**src/rtl/mem_stage_pkg.sv**
```systemverilog
// rtl/mem_stage_pkg.sv - shared field indices, FSM encoding and list width for the MEM stage
package mem_stage_pkg;

  localparam int WB_REG_WRITE = 0;
  localparam int WB_SEL_MEM   = 1;
  localparam int WB_SEL_PC    = 2;

  localparam int M_READ  = 0;
  localparam int M_WRITE = 1;
  localparam int M_MULTI = 2;

  localparam int LIST_W = 8;

  localparam logic [0:0] ST_IDLE  = 1'b0;
  localparam logic [0:0] ST_MULTI = 1'b1;

  // Memory data wins over pc_plus1, which wins over the ALU result.
  function automatic logic [15:0] select_wb_data(input logic [2:0] wb,
                                                 input logic [15:0] rdata,
                                                 input logic [15:0] pc_plus1,
                                                 input logic [15:0] alu_out);
    if (wb[WB_SEL_MEM])     return rdata;
    else if (wb[WB_SEL_PC]) return pc_plus1;
    else                    return alu_out;
  endfunction

endpackage

```
**src/rtl/mem_stage_lowest_set_bit.sv**
```systemverilog
// rtl/mem_stage_lowest_set_bit.sv - index of the lowest set bit of the LM/SM register list
module lowest_set_bit
  import mem_stage_pkg::*;
(
  input  logic [LIST_W-1:0] bits,
  output logic [2:0]        index,
  output logic              found,
  output logic              many
);

  always_comb begin
    index = 3'd0;
    found = 1'b0;
    for (int i = LIST_W - 1; i >= 0; i--) begin
      if (bits[i]) begin
        index = i[2:0];
        found = 1'b1;
      end
    end
  end

  // More than one bit set means another access follows this one.
  assign many = |(bits & (bits - LIST_W'(1)));

endmodule

```
**src/rtl/mem_stage.sv**
```systemverilog
// rtl/mem_stage.sv - pipeline MEM stage with single loads/stores and multi-cycle LM/SM sequencing
module mem_stage
  import mem_stage_pkg::*;
(
  input  logic        clock,
  input  logic        reset,
  input  logic        ex_valid,
  input  logic [2:0]  ex_wb,
  input  logic [2:0]  ex_m,
  input  logic [15:0] ex_alu_out,
  input  logic [15:0] ex_write_data,
  input  logic [2:0]  ex_rd,
  input  logic [15:0] ex_pc_plus1,
  input  logic [15:0] ex_lm_addr,
  input  logic [15:0] ex_inst,
  output logic [15:0] mem_addr,
  output logic [15:0] mem_wdata,
  output logic        mem_we,
  input  logic [15:0] mem_rdata,
  output logic [2:0]  sm_sel,
  input  logic [15:0] sm_data,
  output logic        stall,
  output logic        wb_valid,
  output logic        wb_we,
  output logic        wb_z_we,
  output logic        wb_z,
  output logic [2:0]  wb_rd,
  output logic [15:0] wb_data
);

  logic [0:0]        state;
  logic [LIST_W-1:0] list_q;
  logic [15:0]       addr_q;
  logic              lm_q;
  logic              sm_q;

  logic [LIST_W-1:0] list_in;
  logic              is_single;
  logic              is_multi;
  logic [2:0]        sel_idx;
  logic              sel_found;
  logic              sel_many;
  logic              unused_inst_hi;

  assign list_in        = ex_inst[LIST_W-1:0];
  assign is_single      = ex_valid & ~ex_m[M_MULTI];
  assign is_multi       = ex_valid &  ex_m[M_MULTI];
  assign unused_inst_hi = ^ex_inst[15:LIST_W];

  lowest_set_bit u_lowest_set_bit (
    .bits  (list_q),
    .index (sel_idx),
    .found (sel_found),
    .many  (sel_many)
  );

  always_comb begin
    mem_addr  = 16'h0000;
    mem_wdata = 16'h0000;
    mem_we    = 1'b0;
    sm_sel    = 3'd0;
    stall     = 1'b0;
    if (!reset) begin
      if (state == ST_MULTI) begin
        mem_addr = addr_q;
        sm_sel   = sel_idx;
        stall    = sel_many;
        if (sm_q) begin
          mem_we    = sel_found;
          mem_wdata = sm_data;
        end
      end else if (is_single) begin
        mem_addr  = ex_alu_out;
        mem_wdata = ex_write_data;
        mem_we    = ex_m[M_WRITE];
      end else if (is_multi && list_in != '0) begin
        stall = 1'b1;
      end
    end
  end

  always_ff @(posedge clock) begin
    if (reset) begin
      state    <= ST_IDLE;
      list_q   <= '0;
      addr_q   <= 16'h0000;
      lm_q     <= 1'b0;
      sm_q     <= 1'b0;
      wb_valid <= 1'b0;
      wb_we    <= 1'b0;
      wb_z_we  <= 1'b0;
      wb_z     <= 1'b0;
      wb_rd    <= 3'd0;
      wb_data  <= 16'h0000;
    end else begin
      wb_valid <= 1'b0;
      wb_we    <= 1'b0;
      wb_z_we  <= 1'b0;
      wb_z     <= 1'b0;
      wb_rd    <= 3'd0;
      wb_data  <= 16'h0000;
      if (state == ST_MULTI) begin
        wb_valid <= 1'b1;
        if (lm_q) begin
          wb_we   <= 1'b1;
          wb_rd   <= sel_idx;
          wb_data <= mem_rdata;
        end
        list_q[sel_idx] <= 1'b0;
        addr_q          <= addr_q + 16'h0001;
        if (!sel_many) state <= ST_IDLE;
      end else if (is_single) begin
        wb_valid <= 1'b1;
        wb_we    <= ex_wb[WB_REG_WRITE];
        wb_rd    <= ex_rd;
        wb_data  <= select_wb_data(ex_wb, mem_rdata, ex_pc_plus1, ex_alu_out);
        wb_z_we  <= ex_m[M_READ];
        wb_z     <= ex_m[M_READ] & (mem_rdata == 16'h0000);
      end else if (is_multi) begin
        // An empty register list retires as a NOP without entering MULTI.
        if (list_in != '0) begin
          state  <= ST_MULTI;
          list_q <= list_in;
          addr_q <= ex_lm_addr;
          lm_q   <= ex_m[M_READ];
          sm_q   <= ex_m[M_WRITE] & ~ex_m[M_READ];
        end else begin
          wb_valid <= 1'b1;
        end
      end
    end
  end

endmodule

```
**config.mk**
```make
export PLATFORM = sky130hd
export DESIGN_NAME = mem_stage
export DESIGN_NICKNAME = d
export VERILOG_FILES = /design/src/rtl/mem_stage_pkg.sv /design/src/rtl/mem_stage_lowest_set_bit.sv /design/src/rtl/mem_stage.sv
export SDC_FILE = /design/constraint.sdc
export NUM_CORES = 1
export LEC_CHECK = 0
export CORE_AREA = 2 2 96 98
export DETAILED_ROUTE_END_ITERATION = 6
export DIE_AREA = 0 0 98 100
export PLACE_DENSITY = 0.84
export SYNTH_ARGS = -nofsm -noshare
export SYNTH_HDL_FRONTEND = slang
export SYNTH_SLANG_ARGS = --single-unit
```
**constraint.sdc**
```tcl
create_clock -name clock -period 1.7 [get_ports clock]
set_input_delay 0.34 -clock clock [delete_from_list [all_inputs] [get_ports clock]]
set_output_delay 0.34 -clock clock [all_outputs]
set_load 0.01 [all_outputs]
```
=== After elaboration in Yosys (flattened, before gate mapping) ===
Cells that the tools add are included.

* Add/sub/neg operators: 2
* Equality and inequality tests: 1
* Reduce and logical (&&, ||, !) cells: 10
* Muxes and demuxes: 63
* $lt $le $gt $ge: 2
* Bitwise operators: 11

{| class="wikitable"
|+ Operators with widths
! kind !! count
|-
| 2-to-1 mux 16 bit || 16
|-
| 2-to-1 mux 3 bit || 13
|-
| 2-to-1 mux 8 bit || 4
|-
| 2-to-1 mux 1 bit || 29
|-
| adder 16 x 1 -> 16 bit (second input constant) || 1
|-
| bitwise AND 8 bit || 2
|-
| zero test 16 bit || 1
|-
| inverter 8 bit || 1
|-
| nonzero test 8 bit || 1
|-
| OR reduction 8 bit || 1
|-
| subtractor 8 x 1 -> 8 bit (second input constant) || 1
|-
| bitwise AND 1 bit || 4
|-
| less-than comparator 3 x 4 -> 1 bit (second input constant) || 1
|-
| inverter 1 bit || 4
|-
| AND reduction 4 bit || 1
|-
| nonzero test 2 bit || 2
|-
| demux 1 bit (select 3 bit) || 1
|-
| >= comparator 3 x 1 -> 1 bit (second input constant) || 1
|-
| AND reduction 3 bit || 1
|-
| OR reduction 3 bit || 1
|-
| logical AND 1 bit || 2
|-
| inequality test 2 bit (second input constant) || 1
|}

* Register bits after elaboration: 50
* Output and inout port bits: 60

=== Longest topological paths before layout ===
Gate-level depths: netlist (run 1).

* Word-level depth: 15
* Depth in mapped cells: 6
* Depth with buffers taken out: 6

=== Modules after synthesis ===
Synthesis (run 1) repeated with hierarchy kept, for this count alone.

* Cells, all modules: 358
* Area, all modules: 2,936.6 um^2

{| class="wikitable"
|+ Modules (own cells, without submodules)
! module !! times used !! seq. area each (um^2) !! cells an instance !! area an instance (um^2)
|-
| mem_stage || 1 || 1,001.0 || 336 || 2,797.7
|-
| lowest_set_bit || 1 || 0.0 || 22 || 138.9
|}

=== Worst setup path before layout (run 1) ===
No wires, ideal clock.

* Path kind: register to output
* Start point: reg list_q[2]
* End point: out stall
* Arrival: 1,400 ps
* Path slack: -40 ps
* Cell stages (with the launch flop): 6
* Data required time: 1,360 ps
* Cell sequence: dfxtp_1 nor2_1 nand2_1 maj3_1 o31ai_2 a311oi_1

* Word-level cells in the longest chain between the ends: 5

{| class="wikitable"
|+ Ends and longest elaborated chain
! item !! RTL line !! text
|-
| from (decl) || mem_stage.sv:32 || <nowiki>logic [LIST_W-1:0] list_q;</nowiki>
|-
| from (signal assigned) || mem_stage.sv:123 || <nowiki>list_q <= list_in;</nowiki>
|-
| subtractor 8 x 1 -> 8 bit || mem_stage_lowest_set_bit.sv:23 || <nowiki>assign many = |(bits & (bits - LIST_W'(1)));</nowiki>
|-
| bitwise AND 8 bit (*) || mem_stage_lowest_set_bit.sv:23 ||
|-
| OR reduction 8 bit (*) || mem_stage_lowest_set_bit.sv:23 ||
|-
| 2-to-1 mux 1 bit (*) || mem_stage.sv:64 || <nowiki>if (state == ST_MULTI) begin</nowiki>
|-
| 2-to-1 mux 1 bit (*) || mem_stage.sv:63 || <nowiki>if (!reset) begin</nowiki>
|-
| to (decl) || mem_stage.sv:22 || <nowiki>output logic stall,</nowiki>
|}

Every way passes the cells marked *; elsewhere a longest branch is shown, timed or not.

=== Worst setup path in the final report (run 1) ===
* Start point: reg list_q[0]
* End point: out stall

The elaborated chain is that of the path after synthesis.

==> metrics, run 1 <==
status finished, violations left; failing checks negative setup slack; Hold Vio Cnt, Final 0; Site Rows 35; worst hold start ex_inst[6]; Tcrit/Tclk final 126%; Port Buffers about 180; post-route ant nets 0; Slew HR between 60 and 70%; Die Span Y 100 um; global-route wire length before repair 20.6 mm; final WL around 14 mm; Longest Clk Path Bufs 2; drt first pass iters 5; Yosys reg bits 50; All-Layer GR Usage 26.3%; Avg WL per Cell ~19 um; Worst R2R Setup Slack -0.04 ns; Synthesis Warnings 0; complex-gate fraction of the synthesized area a little under a third; crit path setup slack, layout -0.445 ns; Setup CP Type reg -> out; top post-synthesis cells by area dfxtp_1, a22oi_1, nor2_1; Top Ports 184; post-synthesis simple-gate area fraction between 20 and 25%; largest family of logic cells by synthesized area compound AO/OA/AOI/OAI gates; worst r2r path cells 9; RSZ-0062 raised after global routing true; Adder-Cell Fraction of Synth Area less than 1%; die area between 9000 and 10000 um2; syn avg cell area roughly 8.1 um2; top post-synthesis cells by count nor2_1, dfxtp_1, a22oi_1, nand2_1, a21oi_1; non-filler cells, final 735; Final HPWL DP 9.47 mm; worst r2r dst wb_data[1]; count leader, synth nor2_1; xor and xnor fraction of the mapped netlist area 1.20%; gr ovfl total 0; area of the core 8890 um2; worst hold path type in -> reg; vias after detailed routing around 4.1k; share of the yosys chip area belonging to registers around 34%; CP endpoint kind output pin; crit path max fanout 2; area share of the largest cell type after synthesis between 30% and 40%; drt drc 0; ANT cells 0; Hold Slack between 0.3 and 0.4 ns; vias in the first global route ~4.1k; Worst-Margin Slew approximately 0.47 ns; hold path endpoint list_q[6]; Worst-path clk slew approximately 0.10 ns; post-synth net total roughly 490; largest net degree at the start of global routing 28; startpoint types flop; r2r startpoint state; Post-synth EDFFs 0; TritonCTS buffer count 5; initial antenna violation count 0; predominant post-synthesis flop cell dfxtp_1; clk sinks 50; Syn Inst Count approximately 360; final setup fails 49; skew final about 0.012 ns; PwrDens around 570 nW/um2; synthesis-to-finish area growth 108%; Slew Limit Fails 0; required time of the critical path about 1.4 ns; Clock Latency Late Sink around 0.31 ns; root buf cell clkbuf_8; peak supply drop 356 uV; Vias per Instance ~5.6; largest area contributor in the netlist dfxtp_1; drt initial violations around 180; max-cap violations 0; Post-Place Cells approximately 680; Max Clk Rate 466 MHz; gpl congestion 0.879; fraction of layout instances using a drive strength above 1 roughly 40%; synth unique cells 53; Starting Density between 30% and 40%; Worst Path Arrival roughly 1.8 ns; final net count around 750; htree depth 2; minimum clock period about 2.1 ns; die width between 90 and 100 um; Mapped Area 2920 um2; static leakage between 2 and 2.5 nW; TritonCTS clock tree built; Hold Crit Depth 3; post-synthesis mux area share between 6 and 7%; Async SR Flop Fraction 0%
## routing by layer
layer / routed length (um) / up-vias / global-route usage, %
li1: - / 1879 / -
met1: 5120 / 1972 / 28.9
met2: 7080 / 246 / 48.0
met3: 1120 / 38 / 6.13
met4: 593 / 0 / 12.2
met5: 0 / - / 0
## cells by family after synthesis
group	Yosys count
AOI/OAI and AO/OA	126
xor gates and xnor gates	4
adders and majority gates	2
buffers and inverters	32
DFF	50
muxes	18
and+or+nand+nor	129
## sequential cells by signal, summed over array words and instances, names as in the netlist
register / count
addr_q: 16
wb_data: 16
list_q: 8
wb_rd: 3
lm_q: 1
sm_q: 1
state: 1
wb_valid: 1
wb_we: 1
wb_z: 1
wb_z_we: 1
## report_power, final
group / internal (mW) / switching, mW
clock: 0.590 / 0.425
sequential: 1.23 / 0.0599
combinational: 0.689 / 0.492
## through the flow
step	util [%]	area (um2)	worst slack [ns]	TNS, ns	power (mW)
floorplan	-	2920	0.0172	0	1.62
global placement	58.8	5230	-0.746	-35.78	2.22
detailed placement	58.8	5230	-0.809	-40.74	2.24
CTS	65.2	5790	-0.374	-6.45	3.40
global route	68.4	6080	-0.497	-13.10	3.62
finish	68.4	6080	-0.445	-9.20	3.48
## layout by cell type (no fill, tap or decap), types with 4 or more instances in the layout
cell / Yosys / routed
a21oi_2: 1 / 4
dfxtp_2: 0 / 9
dfxtp_1: 50 / 38
buf_4: 1 / 66
nand4_1: 4 / 4
buf_2: 8 / 36
a22oi_1: 38 / 11
dlygate4sd2_1: 0 / 5
a31oi_1: 5 / 4
nand3_1: 11 / 10
mux2_2: 16 / 16
nor2_1: 55 / 50
clkbuf_8: 0 / 5
xor2_1: 4 / 4
o22ai_1: 4 / 4
inv_1: 4 / 4
buf_12: 0 / 5
o21ai_0: 10 / 6
clkdlybuf4s50_1: 0 / 127
o211ai_1: 5 / 5
a21oi_1: 25 / 20
a22o_1: 15 / 14
nand2_2: 0 / 5
a22oi_2: 0 / 27
buf_6: 0 / 33
o21ai_2: 0 / 4
nand2_1: 29 / 24
nor4_1: 4 / 4
## worst max-delay path, stage by stage (launching register included)
cell and delay, ns:
dfxtp_2 0.35, nor2_4 0.13, nand2_2 0.09, maj3_2 0.32
o31ai_4 0.25, a311oi_2 0.18, buf_2 0.17
## repair_timing
| action | in CTS | in global routing |
|---|---|---|
| gates cloned | 3 | 3 |
| buffers inserted | 33 | 11 |
| hold buffers | 0 | 0 |
| endpoints found under the setup margin | 57 | 69 |
| pin swaps | 34 | 51 |
| resized for setup | 242 | 67 |
## worst max path at each step
stage / end / slack, ns / cells past startpoint / start
after CTS: stall / -0.37 / 6 / list_q[3]
after floorplan: stall / 0.02 / 5 / list_q[2]
after global routing: stall / -0.50 / 6 / list_q[3]
final: stall / -0.44 / 6 / list_q[0]
after global placement: stall / -0.75 / 6 / ex_inst[5]
after detailed placement: mem_addr[5] / -0.81 / 6 / ex_valid
## area by class of cell
type                            count  area [um2]
Clock buffer                        5        68.8
Clock inverter                      3        68.8
Fill cell                         651        2810
Inverter                            4        15.0
Multi-Input combinational cell    279        2120
Sequential cell                    50        1020
Tap cell                          111         139
Timing Repair Buffer              283        2640
Power figures use the tool's default switching activity.
==> inputs of run 2 (changes only) <==
CORE_AREA = 8 8 102 104   (was 2 2 96 98)
DIE_AREA = 0 0 110 112   (was 0 0 98 100)
==> run 2 against run 1 <==
  * The run still ends with negative setup slack left
  * Critical path depth is 1 higher
  * Register-to-register slack worse by 0.06 ns
  * Non-clock buffer count down 14
  * Fmax rose by 5.3%
  * Sequential cell count did not move
  * Global-route usage down 4.4 points
  * Critical path type unchanged
  * Largest power group unchanged
  * Via count shrank 3.0%
  * Setup slack improved by 0.11 ns
  * Clock skew is 0.0068 ns lower
  * Clock-buffer cell count is the same
  * Combinational power fell by 3%
  * Cell area decreased by 1.7%
==> metrics, run 2 (synthesized netlist as in run 1, its figures left out) <==
part of the power in the clock network 29.5%; Top Ports roughly 180; Max Clk Rate 491 MHz; Worst Path Arrival ~1.7 ns; crit-path leading delay family compound AO/OA/AOI/OAI gates; max-cap violations 0; Design Power ~3.4 mW; crit path cell chain nor2_4, nand2_2, buf_6, a2111o_1, o31ai_4, a311oi_1, buf_2; commonest cells after routing, fill and taps aside clkdlybuf4s50_1, buf_4, nor2_1; failing checks negative setup slack; Port Buffers about 180; status finished, violations left; gr ovfl total 0; htree depth 2; skew final approximately 0.0052 ns; crit path max fanout 3; clk sinks 50; fraction of layout instances using a drive strength above 1 between 30% and 40%; Worst-Margin Slew 0.400 ns; non-filler cells, final between 700 and 800; top flop regs addr_q x16, wb_data x16, list_q x8; Tcrit/Tclk final 120%; final setup fails 57; initial antenna violation count 1; drt first pass iters 4; synthesis-to-finish area growth 105%; Hold Slack around 0.34 ns; All-Layer GR Usage between 20% and 30%; Slew Limit Fails 0; final WL about 15 mm; die width around 110 um; drt drc 0; Setup CP Type reg -> out; post-route ant nets 0; startpoint types flop; CP max-delay cell dfxtp_2; Post-Place Cells between 600 and 700; CP max stage delay between 0.3 and 0.4 ns; peak supply drop 406 uV; static leakage 2.39 nW; TritonCTS buffer count 5; vias after detailed routing ~4.0k; Starting Density between 30% and 40%; Sw Ratio 28.1%; final net count around 730; PwrDens 576 nW/um2; area of the core 8890 um2; WP buf/inv 2; Avg WL per Cell 20.4 um; CP endpoint kind output pin; Worst R2R Setup Slack -0.10 ns; worst hold path type in -> reg; vias in the first global route about 4.2k; drt initial violations approximately 160; Crit path depth 7; largest net degree at the start of global routing 32; power share of the combinational group between 30 and 40%; Hold Crit Depth 3; Hold Vio Cnt, Final 0; required time of the critical path ~1.4 ns; Flop pwr share a little under two fifths; Final HPWL DP approximately 10 mm; TritonCTS clock tree built; global-route wire length before repair 21.6 mm; crit path setup slack, layout -0.336 ns; gpl congestion 0.900; Vias per Instance about 5.6; Psw between 0.9 and 1 mW; RSZ-0062 raised after global routing true; Slew HR between 70% and 80%; Clock Latency Late Sink about 0.30 ns; # hold bufs at CTS 0; Int Pwr around 2.5 mW; die area around 12000 um2; Setup TNS Final -9.09 ns; commonest non-fill, non-tap cell in the layout clkdlybuf4s50_1; Site Rows 35; Die Span Y 112 um; worst r2r path cells 10; root buf cell clkbuf_8; Worst-path clk slew 0.10 ns; Longest Clk Path Bufs 2; minimum clock period 2.04 ns
==> run 2: final timing paths <==
check / startpoint / to
setup / recovery: list_q[0] / stall
hold / removal: ex_inst[2] / list_q[2]
setup reg to reg: state / addr_q[2]
hold reg to reg: sm_q / sm_q
==> run 2: layout make-up <==
type                       instances  area [um2]
multi-input combinational        279        2150
clock inverter                     3        68.8
tap                              111         139
fill                             686        2910
inverter                           4        17.5
timing repair buffer             269        2520
clock buffer                       5        68.8
antenna                            1        2.50
sequential                        50        1020
==> run 2: routing by layer <==
metal	track usage (%)	part of all wire, %	vias to the layer above
met3	6.76	9.5	24
li1	-	-	1863
met2	38.8	51	197
met1	23.9	37	1926
met4	6.76	2.4	0
met5	0	0	-
==> run 2: repair_timing <==
action,CTS,global route
setup buffers,27,10
pin swaps,32,48
gates resized for setup,232,69
setup endpoints to repair,60,75
cloned,4,3
==> run 2: power groups by stage <==
| stage | clock (mW) | sequential [mW] | combinational (mW) |
|---|---|---|---|
| after floorplan | 0 | 1.30 | 0.323 |
| after detailed placement | 0 | 1.31 | 0.925 |
| after CTS | 1.03 | 1.28 | 1.05 |
| final | 1.02 | 1.29 | 1.14 |
| after global placement | 0 | 1.30 | 0.908 |
| after global routing | 1.08 | 1.29 | 1.21 |
==> run 2: worst min-delay path: stages <==
cell            delay [ns]
dlymetal6s2s_1        0.15
nand2_1               0.07
a21oi_1               0.05
==> run 2: stage by stage <==
step	utilization [%]	cell area [um2]	worst slack, ns
floorplan	-	2920	0.0172
detailed placement	58.4	5190	-0.805
global placement	58.4	5190	-0.750
global route	67.2	5980	-0.416
CTS	64.0	5690	-0.321
finish	67.2	5980	-0.336
